--- src/rtl/instruction_loader.sv ---
// instruction_loader
// Receives a program as a big-endian byte stream and writes it, one 28-bit
// instruction at a time, into an instruction memory. The processor is held in
// reset until a complete program has been loaded.
//
// Ports
//   Clock          : single clock, rising edge
//   Reset          : asynchronous active-high reset
//   iStart         : request a new load (only honoured when idle)
//   iLength        : number of instructions to load, clamped to the memory depth
//   iByte          : program byte, first byte of an instruction is its MSB
//   iByteValid     : iByte is valid
//   iAbort         : cancel a load in progress
//   oByteReady     : loader accepts a byte this cycle
//   oWriteEnable   : one-cycle write strobe to instruction memory
//   oWriteAddress  : instruction memory write address
//   oInstruction   : instruction word to write
//   oCpuReset      : processor reset request
//   oBusy          : load in progress
//   oDone          : one-cycle pulse when a load completes
//   oError         : sticky format/abort error, cleared by the next accepted start
module instruction_loader #(
    parameter int ADDR_WIDTH = 8
) (
    input  logic                  Clock,
    input  logic                  Reset,
    input  logic                  iStart,
    input  logic [ADDR_WIDTH:0]   iLength,
    input  logic [7:0]            iByte,
    input  logic                  iByteValid,
    input  logic                  iAbort,
    output logic                  oByteReady,
    output logic                  oWriteEnable,
    output logic [ADDR_WIDTH-1:0] oWriteAddress,
    output logic [27:0]           oInstruction,
    output logic                  oCpuReset,
    output logic                  oBusy,
    output logic                  oDone,
    output logic                  oError
);

    typedef enum logic [1:0] {
        S_IDLE  = 2'd0,
        S_RECV  = 2'd1,
        S_WRITE = 2'd2,
        S_DONE  = 2'd3
    } state_t;

    localparam logic [ADDR_WIDTH:0]   MAX_LEN  = {1'b1, {ADDR_WIDTH{1'b0}}};
    localparam logic [ADDR_WIDTH:0]   LEN_ZERO = {(ADDR_WIDTH+1){1'b0}};
    localparam logic [ADDR_WIDTH:0]   LEN_ONE  = {{ADDR_WIDTH{1'b0}}, 1'b1};
    localparam logic [ADDR_WIDTH-1:0] ADDR_ONE = {{(ADDR_WIDTH-1){1'b0}}, 1'b1};

    state_t                state_q,   state_d;
    logic [ADDR_WIDTH:0]   len_q,     len_d;
    logic [ADDR_WIDTH-1:0] addr_q,    addr_d;
    logic [1:0]            cnt_q,     cnt_d;
    logic [31:0]           asm_q,     asm_d;
    logic                  loaded_q,  loaded_d;
    logic                  error_q,   error_d;
    logic [ADDR_WIDTH-1:0] wr_addr_q, wr_addr_d;
    logic [27:0]           instr_q,   instr_d;

    logic [ADDR_WIDTH:0]   len_sel_s;
    logic [31:0]           asm_next_s;
    logic                  last_word_s;

    // Requested length clamped to the memory depth, and the assembly word
    // as it would look after shifting in the current byte.
    always_comb begin
        len_sel_s   = (iLength > MAX_LEN) ? MAX_LEN : iLength;
        asm_next_s  = {asm_q[23:0], iByte};
        // Zero-extend the address so a full-depth load ends at 2^N-1 without wrapping.
        last_word_s = ({1'b0, addr_q} == (len_q - LEN_ONE));
    end

    // Next-state and register update logic of the load FSM.
    always_comb begin
        state_d   = state_q;
        len_d     = len_q;
        addr_d    = addr_q;
        cnt_d     = cnt_q;
        asm_d     = asm_q;
        loaded_d  = loaded_q;
        error_d   = error_q;
        wr_addr_d = wr_addr_q;
        instr_d   = instr_q;

        case (state_q)
            S_IDLE: begin
                if (iStart) begin
                    len_d    = len_sel_s;
                    addr_d   = {ADDR_WIDTH{1'b0}};
                    cnt_d    = 2'd0;
                    error_d  = 1'b0;
                    loaded_d = 1'b0;
                    state_d  = (len_sel_s == LEN_ZERO) ? S_DONE : S_RECV;
                end else begin
                    state_d = S_IDLE;
                end
            end

            S_RECV: begin
                // Abort wins over a byte arriving in the same cycle.
                if (iAbort) begin
                    state_d = S_IDLE;
                    error_d = 1'b1;
                end else if (iByteValid) begin
                    asm_d = asm_next_s;
                    if (cnt_q == 2'd3) begin
                        cnt_d     = 2'd0;
                        state_d   = S_WRITE;
                        // Present the write on the next cycle straight from flops.
                        wr_addr_d = addr_q;
                        instr_d   = asm_next_s[27:0];
                        if (asm_next_s[31:28] != 4'd0) begin
                            error_d = 1'b1;
                        end else begin
                            error_d = error_q;
                        end
                    end else begin
                        cnt_d = cnt_q + 2'd1;
                    end
                end else begin
                    state_d = S_RECV;
                end
            end

            S_WRITE: begin
                if (iAbort) begin
                    state_d = S_IDLE;
                    error_d = 1'b1;
                end else if (last_word_s) begin
                    state_d = S_DONE;
                end else begin
                    addr_d  = addr_q + ADDR_ONE;
                    cnt_d   = 2'd0;
                    state_d = S_RECV;
                end
            end

            S_DONE: begin
                loaded_d = 1'b1;
                state_d  = S_IDLE;
            end

            default: begin
                state_d = S_IDLE;
            end
        endcase
    end

    // State and datapath registers, asynchronously cleared by Reset.
    always_ff @(posedge Clock or posedge Reset) begin
        if (Reset) begin
            state_q   <= S_IDLE;
            len_q     <= LEN_ZERO;
            addr_q    <= {ADDR_WIDTH{1'b0}};
            cnt_q     <= 2'd0;
            asm_q     <= 32'd0;
            loaded_q  <= 1'b0;
            error_q   <= 1'b0;
            wr_addr_q <= {ADDR_WIDTH{1'b0}};
            instr_q   <= 28'd0;
        end else begin
            state_q   <= state_d;
            len_q     <= len_d;
            addr_q    <= addr_d;
            cnt_q     <= cnt_d;
            asm_q     <= asm_d;
            loaded_q  <= loaded_d;
            error_q   <= error_d;
            wr_addr_q <= wr_addr_d;
            instr_q   <= instr_d;
        end
    end

    // Moore output decode from the registered state.
    always_comb begin
        oByteReady    = (state_q == S_RECV);
        oWriteEnable  = (state_q == S_WRITE);
        oBusy         = (state_q == S_RECV) || (state_q == S_WRITE);
        oDone         = (state_q == S_DONE);
        oCpuReset     = !loaded_q || (state_q == S_RECV) || (state_q == S_WRITE);
        oError        = error_q;
        oWriteAddress = wr_addr_q;
        oInstruction  = instr_q;
    end

endmodule
--- config.mk ---
export PLATFORM = sky130hd
export DESIGN_NAME = instruction_loader
export DESIGN_NICKNAME = d
export VERILOG_FILES = /design/src/rtl/instruction_loader.sv
export SDC_FILE = /design/constraint.sdc
export NUM_CORES = 1
export LEC_CHECK = 0
export CAP_MARGIN = 20
export CORE_MARGIN = 2
export CORE_UTILIZATION = 48
export DETAILED_ROUTE_END_ITERATION = 6
export PLACE_DENSITY = 0.76
export SETUP_SLACK_MARGIN = 0.15
export SLEW_MARGIN = 10
export SYNTH_ARGS = -nofsm -noshare
export SYNTH_HDL_FRONTEND = slang
export SYNTH_SLANG_ARGS = --single-unit
--- constraint.sdc ---
create_clock -name Clock -period 2.4 [get_ports Clock]
set_input_delay 0.48 -clock Clock [delete_from_list [all_inputs] [get_ports Clock]]
set_output_delay 0.48 -clock Clock [all_outputs]
set_load 0.02 [all_outputs]
Word level (Yosys, flattened, before mapping)
Index checks and enable logic that the tools add are counted.
{"block": "totals", "input_bits": 22, "out_inout_bits": 42, "reg_bits": 83, "wordCells": 74}
{"block": "classes", "order_cmp": 1, "eq_ne": 15, "muxes": 28, "bitwise": 1, "reduce_logical": 17, "add_sub_neg": 3}
{"op": "$mux W2", "count": 13}
{"op": "$mux W8", "count": 3}
{"op": "$pmux W8 S2", "count": 1}
{"op": "$ne A2 B2 Y1 const B", "count": 6}
{"op": "$reduce_and A6 Y1", "count": 2}
{"op": "$eq A8 B9 Y1", "count": 1}
{"op": "$gt A9 B9 Y1 const B", "count": 1}
{"op": "$logic_not A9 Y1", "count": 1}
{"op": "$mux W9", "count": 1}
{"op": "$sub A9 B1 Y9 const B", "count": 1}
{"op": "$add A8 B1 Y8 const B", "count": 1}
{"op": "$pmux W2 S4", "count": 1}
{"op": "$reduce_and A4 Y1", "count": 2}
{"op": "$eq A2 B2 Y1 const B", "count": 3}
{"op": "$mux W1", "count": 6}
{"op": "$ne A3 B2 Y1 const B", "count": 2}
{"op": "$pmux W2 S3", "count": 1}
{"op": "$ne A4 B3 Y1 const B", "count": 1}
{"op": "$reduce_and A2 Y1", "count": 2}
{"op": "$reduce_bool A2 Y1", "count": 2}
{"op": "$reduce_bool A4 Y1", "count": 1}
{"op": "$logic_or A1 B1 Y1", "count": 3}
{"op": "$ne A3 B3 Y1 const B", "count": 1}
{"op": "$pmux W1 S3", "count": 1}
{"op": "8 further kinds", "count": 8}

Depth between registers and ports, before layout
{"block": "logic_depth", "depth_word": 6, "ltp_mapped": 9, "ltp_nobuf": 8}

Least setup slack after synthesis
No wires, ideal clock.
{"block": "synth_timing", "path_kind": "register to register", "from": "reg len_q[0]", "to": "reg cnt_q[0]", "setup_slack_ns": 0.227, "period_less_slack_ns": 2.173, "required_ns": 2.275, "arrival_ns": 2.048, "stages_incl_launch_ff": 9, "n_path_buf": 0, "cell_sequence": "dfrtp_1 inv_1 ha_1 nand2b_1 o211a_1 o31a_1 nor4_4 a31oi_2 mux2_4"}
{"block": "synth_between", "elab_chain_cells": 4}
{"element": "from (decl)", "line": "55", "text": "logic [ADDR_WIDTH:0] len_q, len_d;"}
{"element": "from (signal assigned)", "line": "167", "text": "len_q <= len_d;"}
{"element": "$sub A9 B1 Y9", "line": "74", "text": "last_word_s = ({1'b0, addr_q} == (len_q - LEN_ONE));"}
{"element": "$eq A8 B9 Y1", "line": "74"}
{"element": "$ne A2 B2 Y1 (no source line)"}
{"element": "$reduce_and A6 Y1 (no source line)"}
{"element": "to (signal assigned)", "line": "169", "text": "cnt_q <= cnt_d;"}
{"element": "to (decl)", "line": "57", "text": "logic [1:0] cnt_q, cnt_d;"}
No other way between the ends.
A chain may end at the register's enable or synchronous reset.

Worst setup path after layout
{"block": "layout_timing", "from": "reg len_q[2]", "to": "reg cnt_q[0]"}
Same word-level chain as after synthesis.

==> out/metrics.csv <==
metric;value;unit
Syn Inst Count;365;
vias in the first global route;2889;
Combinational Power Share;0.316;
DR iter-0 viols;124;
initial antenna violation count;0;
Top Ports;64;
Clk pwr share;0.225;
placed cell count;525;
routability-driven placement congestion ratio;0.815;
Synth top area share;0.537;
Clock Skew;0.00631;ns
power per cell area;890;nW/um2
Initial Util;0.498;
final core occ;0.640;
Max Cap Viol;0;
Hold Slack;0.487;ns
commonest non-fill, non-tap cell in the layout;nand2_1;
DRC errors left;0;
layout cells sized above 1;0.120;
Tcrit/Tclk final;0.912;
grt ovf;0;
Critical-path top delay cell;dfrtp_1;
CTS tree;yes;
Setup crit end;cnt_q[0];
area leader, netlist;dfrtp_1;
reg2reg end;cnt_q[0];
clock slew at reported path FFs;0.09;ns
FMAX;457;MHz
Mapped Nets;394;
fillcell total;635;
CP endpoint kind;flip-flop;
num rows;32;
Seq cells post-synth;83;
largest net degree at the start of global routing;34;
Netlist Area Pre-Place;3870;um2
Routed wire per std cell;14.5;um
Die H;93.7;um
Area Overhead vs Synth;28.5;%
Flop pwr share;0.459;
critical path launch point type;flip-flop;
Vias/cell;5.17;
non-filler instance count after layout;545;
Switching Fraction;0.356;
Hold/Removal Path Class;flip-flop to flip-flop;
CTS root buffer;clkbuf_8;
worst path required time;2.66;ns
CTS Buf Count;9;
VDD IR-drop max;698;uV
Yosys warning count;0;
Synth async-reset ratio;1.00;
antenna fix cells;0;
leading cell types in the layout, fill and taps excluded;99 x nand2_1, 83 x dfrtp_1, 59 x clkdlybuf4s50_1;
Clk Latency, worst-skew pair;0.36;ns
Netlist cell types;45;
Mean Syn Cell Area;10.6;um2
crit path time final;2.19;ns
Total Nets Final;467;
DR vias;2816;
global-route wire length before repair;13300;um
sequence of cells on the critical path;nor4_2, nand2b_1, a21oi_1, o32ai_4, a31oi_2, mux2_4;
CP max stage delay;0.49;ns
Final setup violation count;0;
number of synthesized flops with an enable pin;0;
die width;93.7;um
kind of critical path;flip-flop to flip-flop;
placeable core area;7770;um2
TNS Setup;0;ns
Pint;0.00285;W
status;finished clean;
critical path startpoint;len_q[2];
Die Area;8790;um2
Pre-antenna DRT Iters;5;
sequential area share after synthesis;0.537;
Switch Pwr;0.00157;W
top post-synthesis cells by area;dfrtp_1 54%, mux2_1 11%, nand2_1 9.7%;
worst endpoint data arrival time;2.44;ns
GRT Total Usage;0.192;
Worst Path Max Fanout;8;
TritonCTS sink count;83;
flop-to-flop setup slack;0.21;ns
Slew HR;0.642;
Max Slew Vio Count;0;
Post-synth top flop;dfrtp_1;
I/O Buffers;63;
Post-Route WL;7910;um
Fin. Hold Viols;0;
DRT antenna net count;0;
clock buffer depth;2;
reg-to-reg startpoint;len_q[2];
RSZ-0062 raised after global routing;true;
H-Tree Depth;3;
worst reg2reg path depth;6;
static leakage;2.42;nW
DP HPWL;5500;um
Slew @ Worst Pin;0.536;ns
[through the flow]
| step | area (um2) | setup slack, ns | total power (W) |
|---|---|---|---|
| after floorplan | 3870 | 0.227 | 0.00283 |
| after global placement | 4690 | 0.174 | 0.00333 |
| after detailed placement | 4690 | 0.117 | 0.00339 |
| after CTS | 4910 | 0.161 | 0.00441 |
| after global routing | 4970 | 0.0998 | 0.00470 |
| final | 4970 | 0.212 | 0.00442 |
[layout make-up]
cell class	count	area, um2	share of cell area
tap	102	128	0.0257
timing repair buffer	79	795	0.160
clock inverter	7	80.1	0.0161
inverter	7	30.0	0.00604
multi-input combinational	258	1740	0.349
sequential	83	2080	0.418
clock buffer	9	124	0.0249
[routing by layer]
| metal | share of wire | wire length [um] | vias up | global-route usage |
|---|---|---|---|---|
| met5 | 0 | 0 | - | 0 |
| met4 | 0.012 | 94 | 0 | 0.0568 |
| met3 | 0.054 | 430 | 9 | 0.0538 |
| met2 | 0.48 | 3830 | 59 | 0.314 |
| met1 | 0.45 | 3560 | 1377 | 0.250 |
| li1 | - | - | 1371 | - |
[critical path, delay by kind of cell (launching register included)]
kind               cells  cell delay (ns)
muxes                  1             0.31
and+or+nand+nor        2             0.57
DFF                    1             0.49
AOI/OAI and AO/OA      3             0.72
[state kept, by name, summed over array words and instances, names as in the netlist]
name	cells
oInstruction	28
asm_q	24
len_q	9
addr_q	8
oWriteAddress	8
cnt_q	2
state_q	2
loaded_q	1
oError	1
[what timing repair did]
item | 4_1_cts | 5_1_grt
hold endpoints to repair | 0 | 0
hold buffers | 0 | 0
resized for setup | 5 | 11
buffers inserted | 1 | 2
pin swaps | 1 | 2
cloned | 1 | 0
endpoints found under the setup margin | 11 | 13
[Yosys cell counts (3+ instances only)]
| master | count |
|---|---|
| nand2b_1 | 21 |
| buf_2 | 5 |
| ha_1 | 7 |
| nand3_1 | 5 |
| nand2_1 | 100 |
| xnor2_1 | 4 |
| a21oi_1 | 8 |
| nor2_1 | 10 |
| mux2_1 | 38 |
| clkbuf_1 | 11 |
| inv_1 | 6 |
| a21oi_2 | 4 |
| xor2_1 | 7 |
| dfrtp_1 | 83 |
| o21ai_1 | 9 |
| nor2b_1 | 3 |
| mux2i_1 | 8 |
| nor3_1 | 4 |
[power groups by stage]
stage	Clock, W	Combinational, W	Sequential [W]
after global placement	0	0.00130	0.00203
after detailed placement	0	0.00134	0.00205
final	0.000995	0.00140	0.00203
after global routing	0.00108	0.00154	0.00209
after floorplan	0	0.000687	0.00214
after CTS	0.00103	0.00136	0.00202
[kinds of logic (layout without fill, tap and decap cells)]
kind of cell | after synthesis | count (layout) | synth area share
AND/OR/NAND/NOR | 156 | 156 | 0.185
flip-flops | 83 | 83 | 0.537
multiplexers | 47 | 47 | 0.135
AO/OA/AOI/OAI | 37 | 37 | 0.0676
buffers and inverters | 24 | 102 | 0.0269
XOR/XNOR | 11 | 11 | 0.0249
adder cells (fa/ha/maj) | 7 | 7 | 0.0227
[worst min path at each step]
stage,start,endpoint,slack [ns],depth (start not counted)
5_1_grt,oWriteAddress[5],oWriteAddress[5],0.51,1
2_1_floorplan,asm_q[16],asm_q[16],0.44,2
3_3_place_gp,asm_q[17],asm_q[17],0.45,2
3_5_place_dp,asm_q[23],asm_q[23],0.47,2
6_report,asm_q[23],asm_q[23],0.49,2
4_1_cts,asm_q[23],asm_q[23],0.49,2
Note: power is estimated with default switching activity, not from simulation.
